File: src/rtl/clb_cfgchain.sv
// -----------------------------------------------------------------------------
// clb_cfgchain
//
// Configurable logic block with NUM_LE logic elements. Each element has a
// LUT_K-input look-up table, one storage flop with optional feedback into the
// LUT address, and synchronous set/clear. The configuration is loaded at run
// time over a serial shift chain. A registered pass-through lets several
// blocks be daisy-chained into an array.
//
// The logic outputs are held at 0 until the block has been fully configured.
//
// Ports
//   K          in   clock, all state changes on the rising edge
//   RST        in   synchronous active-high reset, overrides everything else
//   CFG_EN     in   configuration shift / pass-through enable
//   CFG_DIN    in   serial configuration data (first bit ends up at the MSB)
//   CFG_EN_OUT out  registered enable to the downstream block
//   CFG_DOUT   out  registered data to the downstream block
//   CFG_DONE   out  high while the block is configured and running
//   IN         in   LUT inputs, element i uses IN[i*LUT_K +: LUT_K]
//   CE         in   per-element flop clock enable
//   SR         in   per-element synchronous set/reset request
//   OUT        out  per-element logic output
//
// Per-element configuration field, base b = i*W:
//   b +: 2**LUT_K  LUT contents
//   b+2**LUT_K     OUTSEL (0 = LUT output, 1 = flop)
//   +1             FBSEL  (1 = flop replaces the top LUT input)
//   +2..+3         SRMODE
//   +4             INIT   (flop value loaded when configuration completes)
// -----------------------------------------------------------------------------
module clb_cfgchain #(
  parameter int LUT_K  = 4,
  parameter int NUM_LE = 2
) (
  input  logic                      K,
  input  logic                      RST,
  input  logic                      CFG_EN,
  input  logic                      CFG_DIN,
  output logic                      CFG_EN_OUT,
  output logic                      CFG_DOUT,
  output logic                      CFG_DONE,
  input  logic [NUM_LE*LUT_K-1:0]   IN,
  input  logic [NUM_LE-1:0]         CE,
  input  logic [NUM_LE-1:0]         SR,
  output logic [NUM_LE-1:0]         OUT
);

  localparam int LUT_SZ  = 2**LUT_K;
  localparam int W       = LUT_SZ + 5;
  localparam int CFG_LEN = NUM_LE * W;
  localparam int CW      = $clog2(CFG_LEN + 1);

  // Count value on whose shift the load completes, and the saturation value.
  localparam logic [CW-1:0] LAST_CNT = CW'(CFG_LEN - 1);
  localparam logic [CW-1:0] FULL_CNT = CW'(CFG_LEN);

  typedef enum logic [1:0] {
    ST_UNCFG  = 2'd0,
    ST_LOAD   = 2'd1,
    ST_INIT   = 2'd2,
    ST_ACTIVE = 2'd3
  } state_e;

  // LUT read: selects one configuration bit by the assembled address.
  function automatic logic lut_read(input logic [LUT_SZ-1:0] lut,
                                    input logic [LUT_K-1:0]  addr);
    lut_read = lut[addr];
  endfunction

  state_e              state_q, state_d;
  logic [CFG_LEN-1:0]  cfg_q, cfg_d;
  logic [CW-1:0]       cnt_q, cnt_d;
  logic                done_q, done_d;
  logic                en_out_q, en_out_d;
  logic                dout_q, dout_d;
  logic                shift_s;
  logic                active_s;
  logic                init_s;

  // Shifting is only possible before the load has completed.
  assign shift_s  = CFG_EN && ((state_q == ST_UNCFG) || (state_q == ST_LOAD));
  assign active_s = (state_q == ST_ACTIVE);
  assign init_s   = (state_q == ST_INIT);

  // State register plus chain/counter/output registers.
  always_ff @(posedge K) begin
    if (RST) begin
      state_q  <= ST_UNCFG;
      cfg_q    <= '0;
      cnt_q    <= '0;
      done_q   <= 1'b0;
      en_out_q <= 1'b0;
      dout_q   <= 1'b0;
    end else begin
      state_q  <= state_d;
      cfg_q    <= cfg_d;
      cnt_q    <= cnt_d;
      done_q   <= done_d;
      en_out_q <= en_out_d;
      dout_q   <= dout_d;
    end
  end

  // Next-state logic of the load FSM.
  always_comb begin
    state_d = state_q;
    case (state_q)
      ST_UNCFG: begin
        if (CFG_EN) begin
          state_d = ST_LOAD;
        end else begin
          state_d = ST_UNCFG;
        end
      end
      ST_LOAD: begin
        if (CFG_EN && (cnt_q == LAST_CNT)) begin
          state_d = ST_INIT;
        end else begin
          state_d = ST_LOAD;
        end
      end
      ST_INIT:   state_d = ST_ACTIVE;
      ST_ACTIVE: state_d = ST_ACTIVE;
      default:   state_d = ST_UNCFG;
    endcase
  end

  // Configuration shift register and bit counter; both freeze once loaded.
  always_comb begin
    cfg_d = cfg_q;
    cnt_d = cnt_q;
    if (shift_s) begin
      cfg_d = {cfg_q[CFG_LEN-2:0], CFG_DIN};
      if (state_q == ST_UNCFG) begin
        cnt_d = CW'(1);
      end else if (cnt_q != FULL_CNT) begin
        cnt_d = cnt_q + CW'(1);
      end else begin
        cnt_d = cnt_q;
      end
    end else begin
      cfg_d = cfg_q;
      cnt_d = cnt_q;
    end
  end

  // FSM outputs: done flag and the daisy-chain pass-through, which only
  // forwards once this block is configured so downstream blocks never see
  // our own configuration stream.
  always_comb begin
    done_d = (state_d == ST_ACTIVE);
    if (active_s) begin
      en_out_d = CFG_EN;
      dout_d   = CFG_DIN;
    end else begin
      en_out_d = 1'b0;
      dout_d   = 1'b0;
    end
  end

  assign CFG_DONE   = done_q;
  assign CFG_EN_OUT = en_out_q;
  assign CFG_DOUT   = dout_q;

  // ---------------------------------------------------------------------------
  // Logic elements
  // ---------------------------------------------------------------------------
  for (genvar gi = 0; gi < NUM_LE; gi++) begin : g_le
    localparam int B = gi * W;

    logic [LUT_SZ-1:0] lut_s;
    logic              outsel_s;
    logic              fbsel_s;
    logic [1:0]        srmode_s;
    logic              init_val_s;
    logic [LUT_K-1:0]  in_s;
    logic [LUT_K-1:0]  addr_s;
    logic              f_s;
    logic              q_q, q_d;
    logic              out_s;

    assign lut_s      = cfg_q[B +: LUT_SZ];
    assign outsel_s   = cfg_q[B + LUT_SZ];
    assign fbsel_s    = cfg_q[B + LUT_SZ + 1];
    assign srmode_s   = cfg_q[B + LUT_SZ + 2 +: 2];
    assign init_val_s = cfg_q[B + LUT_SZ + 4];
    assign in_s       = IN[gi*LUT_K +: LUT_K];

    // With feedback enabled the flop takes the place of the top LUT input.
    assign addr_s = {(fbsel_s ? q_q : in_s[LUT_K-1]), in_s[LUT_K-2:0]};
    assign f_s    = lut_read(lut_s, addr_s);

    // Storage flop of this element.
    always_ff @(posedge K) begin
      if (RST) begin
        q_q <= 1'b0;
      end else begin
        q_q <= q_d;
      end
    end

    // Flop next value. An SRMODE=11 clear wins even over a disabled CE;
    // the other set/clear modes only act while CE is high.
    always_comb begin
      q_d = 1'b0;
      case (state_q)
        ST_INIT: q_d = init_val_s;
        ST_ACTIVE: begin
          if ((srmode_s == 2'b11) && SR[gi]) begin
            q_d = 1'b0;
          end else if (!CE[gi]) begin
            q_d = q_q;
          end else if ((srmode_s == 2'b01) && SR[gi]) begin
            q_d = 1'b1;
          end else if ((srmode_s == 2'b10) && SR[gi]) begin
            q_d = 1'b0;
          end else begin
            q_d = f_s;
          end
        end
        default: q_d = 1'b0;
      endcase
    end

    // Output mux, gated to 0 until the block is running.
    always_comb begin
      out_s = 1'b0;
      if (active_s) begin
        out_s = outsel_s ? q_q : f_s;
      end else begin
        out_s = 1'b0;
      end
    end

    assign OUT[gi] = out_s;
  end

endmodule

File: config.mk
export PLATFORM = sky130hd
export DESIGN_NAME = clb_cfgchain
export DESIGN_NICKNAME = d
export VERILOG_FILES = /design/src/rtl/clb_cfgchain.sv
export SDC_FILE = /design/constraint.sdc
export NUM_CORES = 1
export LEC_CHECK = 0
export BUFFER_PORTS_ARGS = -buffer_cell sky130_fd_sc_hd__buf_2
export CAP_MARGIN = 20
export CELL_PAD_IN_SITES_DETAIL_PLACEMENT = 0
export CELL_PAD_IN_SITES_GLOBAL_PLACEMENT = 2
export CORE_MARGIN = 2
export CORE_UTILIZATION = 39
export DETAILED_ROUTE_END_ITERATION = 10
export GPL_TIMING_DRIVEN = 0
export PLACE_DENSITY = 0.89
export SKIP_CTS_REPAIR_TIMING = 1
export SLEW_MARGIN = 20
export SYNTH_ARGS = -nofsm -noshare
export SYNTH_HDL_FRONTEND = slang
export SYNTH_SLANG_ARGS = --single-unit
File: constraint.sdc
create_clock -name K -period 3.2 [get_ports K]
set_clock_uncertainty 0.05 [all_clocks]
set_input_delay 0.64 -clock K [delete_from_list [all_inputs] [get_ports K]]
set_output_delay 0.64 -clock K [all_outputs]
set_load 0.05 [all_outputs]
### Yosys cells after proc, flatten, opt, wreduce, memory -nomap -nowiden

Index checks and enable logic that the tools add are counted.
Widths: inputs -> output; s select.

* logic and storage cells: 65
* bits of input ports: 16
* bits in registers: 55
* output and inout port bits: 5

* order comparisons: 2
* equality and inequality tests: 14
* reduce and logical (&&, ||, !) cells: 14
* muxes and demuxes: 25
* bitwise operators: 1
* add/sub/neg operators: 1

Operators by type and width (number)
* $mux 1: 17
* $eq 2x2->1 const B: 7
* $mux 6: 2
* $lt 4x5->1 const B: 2
* $bmux 1 s4: 2
* $logic_and 1x1->1: 8
* $add 6x1->6 const B: 1
* $eq 2x1->1 const B: 3
* $eq 6x6->1 const B: 1
* $ne 3x2->1 const B: 2
* $ne 6x6->1 const B: 1
* $pmux 2 s3: 1
* $pmux 1 s2: 2
* $reduce_or 2->1: 2
* $logic_not 2->1: 1
* $mux 2: 1
* $reduce_and 2->1: 1
* $reduce_bool 2->1: 1
* $logic_or 1x1->1: 1
* $not 1->1: 1

### Logic depth before layout (Yosys ltp)

* depth after elaboration: 8
* depth in mapped cells: 6
* mapped depth without buffers: 6

### Worst setup path before layout

Ideal clock, no wire load.

* path kind: input to output
* start: input port IN[5]
* end: output port OUT[1]
* setup slack: 809 ps
* path buffers: 1
* arrival time: 1701 ps
* data required time: 2510 ps
* stages: 5
* path through: mux4_1 > mux2i_1 > mux2_4 > o31ai_1 > buf_4

* cells in the longest elaborated chain, start to end: 4

Ends and longest elaborated chain
* from (decl): RTL line 43 `input logic [NUM_LE*LUT_K-1:0] IN,`
* $bmux 1 s4: RTL line 68 `lut_read = lut[addr];`
* $mux 1 (implied by the code): RTL line 68
* $mux 1: RTL line 230 `out_s = outsel_s ? q_q : f_s;`
* $mux 1: RTL line 229 `if (active_s) begin`
* to (decl): RTL line 46 `output logic [NUM_LE-1:0] OUT`

Every way passes these cells. The select of a mux whose other input is x is not followed.

### Worst setup path in the final report

Ends and elaborated chain as after synthesis.

==> results.py <==
metrics = {
    "outcome": {
        "status": "finished, final reports clean",
    },
    "grt": {
        "antenna_found_initial": 0,
        "grt-busiest-layer": "met1",
        "grt_pass1_wl_um": 9032,
        "grt_pass1_vias": 1825,
        "grt_util_met2_pct": 23.61,
        "use_met3_pct": 3.678,
        "grt_util_met1_pct": 24.31,
        "grt_usage_pct": 16.21,
        "grt_overflow": 0,
        "grt_max_degree": 16,
    },
    "routing": {
        "ant_nets": 0,
        "first_iter_violations": 159,
        "totalWireLength_um": 5325,
        "route.detailed.drc": 0,
        "wl_per_cell_um": 13.90,
        "dr_total_vias": 1969,
        "drtPass1Iterations": 4,
        "vias_per_cell": 5.141,
    },
    "die": {
        "die_area_um2": 6898,
        "die_w_um": 83.06,
        "die_h_um": 83.06,
        "io_pins": 21,
        "initial_utilization_pct": 40.69,
        "rows": 28,
        "coreArea_um2": 5991,
    },
    "clock_tree": {
        "clk_latency_ns": 0.30,
        "cts.path.max_buffers": 2,
        "cts_tree": "built",
        "cts_buffers": 5,
        "cts.clk_slew.worst_paths_ns": 0.09,
        "clockRootBuffer": "clkbuf_8",
        "htree_num_levels": 2,
        "cts_sinks": 55,
    },
    "timing": {
        "setup_viol": 0,
        "slew_headroom_pct": 60.75,
        "fin_crit_sh_pct": 89.47,
        "timing.fmax_mhz": 349.3,
        "slew_violations": 0,
        "hold_viol": 0,
        "worstMarginPinSlew_ns": 0.5888,
        "rsz0062_at_grt": "false",
        "tns_ns": 0,
        "period_minus_slack_ns": 2.863,
        "fin_ws_ns": 0.3369,
    },
    "logic_synthesis": {
        "synth_compound_area_share_pct": 15.55,
        "ys_async_sr_fraction_pct": 0,
        "synth.distinct_cells": 39,
        "yosysWarnings": 0,
        "syn-num-nets": 299,
        "yosysSeqAreaShare_pct": 45.17,
        "synth_adder_area_share_pct": 1.540,
        "ys.flop_type": "dfxtp_1",
        "syn-instance-count": 280,
        "mappedNetlistArea_um2": 2437,
        "synth_area_per_cell_um2": 8.705,
        "synth-simple-area-share_pct": 19.56,
        "muxShareOfSynthArea_pct": 12.94,
        "synth_edf_count": 0,
        "synth_top_family_by_area": "simple AND/OR/NAND/NOR gates",
        "synthXorXnorAreaFrac_pct": 1.078,
        "synth_seq_cells": 55,
    },
    "setup_path": {
        "cp_common_cell": "buf_2",
        "path_class": "primary input to output port",
        "worstPathArrival_ns": 2.17,
        "critPathMaxStageDelay_ns": 0.36,
        "crit_chain": "buf_2 -> mux4_1 -> mux2i_1 -> mux2_4 -> o31ai_1 -> buf_4 -> buf_2",
        "reg2reg_depth": 6,
        "crit_path_end_kind": "output port",
        "critPathLaunchType": "primary input",
        "cp.required_ns": 2.51,
        "critical_path.max_fanout": 4,
        "cp_slowest_cell": "mux4_1",
    },
    "finish": {
        "instances_no_fill": 383,
        "multi_input_area_um2": 1235,
        "final_nets": 326,
        "stdcell_area_um2": 2731,
        "layout-drive-gt1-share_pct": 12.66,
        "final_util_pct": 45.59,
        "fillCellCount": 621,
        "syn_to_final_growth_pct": 12.06,
        "seq_area_um2": 1101,
        "num_antenna_cells": 0,
    },
    "power": {
        "power_per_cell_area_nw_per_um2": 433.9,
        "worst_ir_drop_vdd_mv": 0.2489,
        "p_leak_uw": 0.0009812,
    },
    "placed_design": {
        "place_inst": 375,
        "portBuffers": 20,
        "placed_cell_area_um2": 2631,
        "dp_hpwl_um": 3858,
        "pre_cts_slack_ns": 0.3214,
        "place_congestion": 0.7257,
    },
    "run": {
        "drv_cap": 0,
    },
    "hold_path": {
        "hold_depth": 2,
        "min_path_type": "flip-flop to flip-flop",
    },
}
-- cell type report --
class                      count  area share (%)
sequential                    55           40.31
buffer                        19           3.023
tap                           75           3.436
multi-input combinational    201           45.21
inverter                       5          0.6871
clock buffer                   8           3.665
timing repair buffer          20           3.665
-- layer usage --
layer | wire [um] | part of all wire, %
met1 | 2709 | 51
met2 | 2358 | 44
met3 | 226 | 4.2
met4 | 30 | 0.56
met5 | 0 | 0
-- logic make-up after synthesis --
| group | Yosys count |
|---|---|
| adder cells (fa/ha/maj) | 3 |
| multiplexers | 17 |
| XOR/XNOR | 3 |
| AO/OA/AOI/OAI | 62 |
| buffers and inverters | 24 |
| flip-flops | 55 |
| AND/OR/NAND/NOR | 116 |
-- synth_stat cells (3+ instances only) --
cell	number	area (um2)
and3_1	5	31.28
inv_1	5	18.77
mux2i_1	6	60.06
nor2_1	8	30.03
dfxtp_1	55	1101
mux4_1	7	183.9
ha_1	3	37.54
buf_2	3	15.01
clkbuf_1	13	48.80
nand2_1	90	337.8
a21oi_1	48	240.2
nand4_1	3	18.77
-- critical path: cells and delay by family --
family                 cells  cell delay, ns
AOI/OAI and AO/OA          1            0.26
buffers and inverters      3            0.55
muxes                      3            0.73
-- report_power, final --
group	switching, uW	total, uW	internal [uW]
sequential	5.13	693	688
combinational	51.4	76.2	24.7
clock	218	416	198
-- placed cells by master, fill, tap and decap left out, types with 3 or more instances in the layout --
cell type and instances:
a21oi_1 48, and3_1 5, buf_2 23, clkbuf_1 14, clkbuf_8 7, dfxtp_1 55
ha_1 3, inv_1 5, mux2i_1 6, mux4_1 7, nand2_1 90, nand4_1 3
nor2_1 8
-- worst paths after layout --
kind               from  slack (ns)         to
min reg2reg   cfg_q[41]        0.41  cfg_q[41]
max reg2reg  state_q[1]        1.60   cfg_q[6]
max               IN[5]        0.34     OUT[1]
min           cfg_q[41]        0.41  cfg_q[41]
-- through the flow --
stage | power (uW) | hold WS, ns
final | 1185 | 0.4132
after global routing | 1236 | 0.4370
after CTS | 1198 | 0.4188
after detailed placement | 785.6 | 0.4050
after global placement | 785.5 | 0.3957
after floorplan | 750.8 | 0.3866
-- state kept, by name, indices dropped and copies added, names as in the netlist --
name	cells
g_le.q_q	2
CFG_DOUT	1
cnt_q	6
cfg_q	42
CFG_DONE	1
CFG_EN_OUT	1
state_q	2
Note: power is estimated with default switching activity, not from simulation.
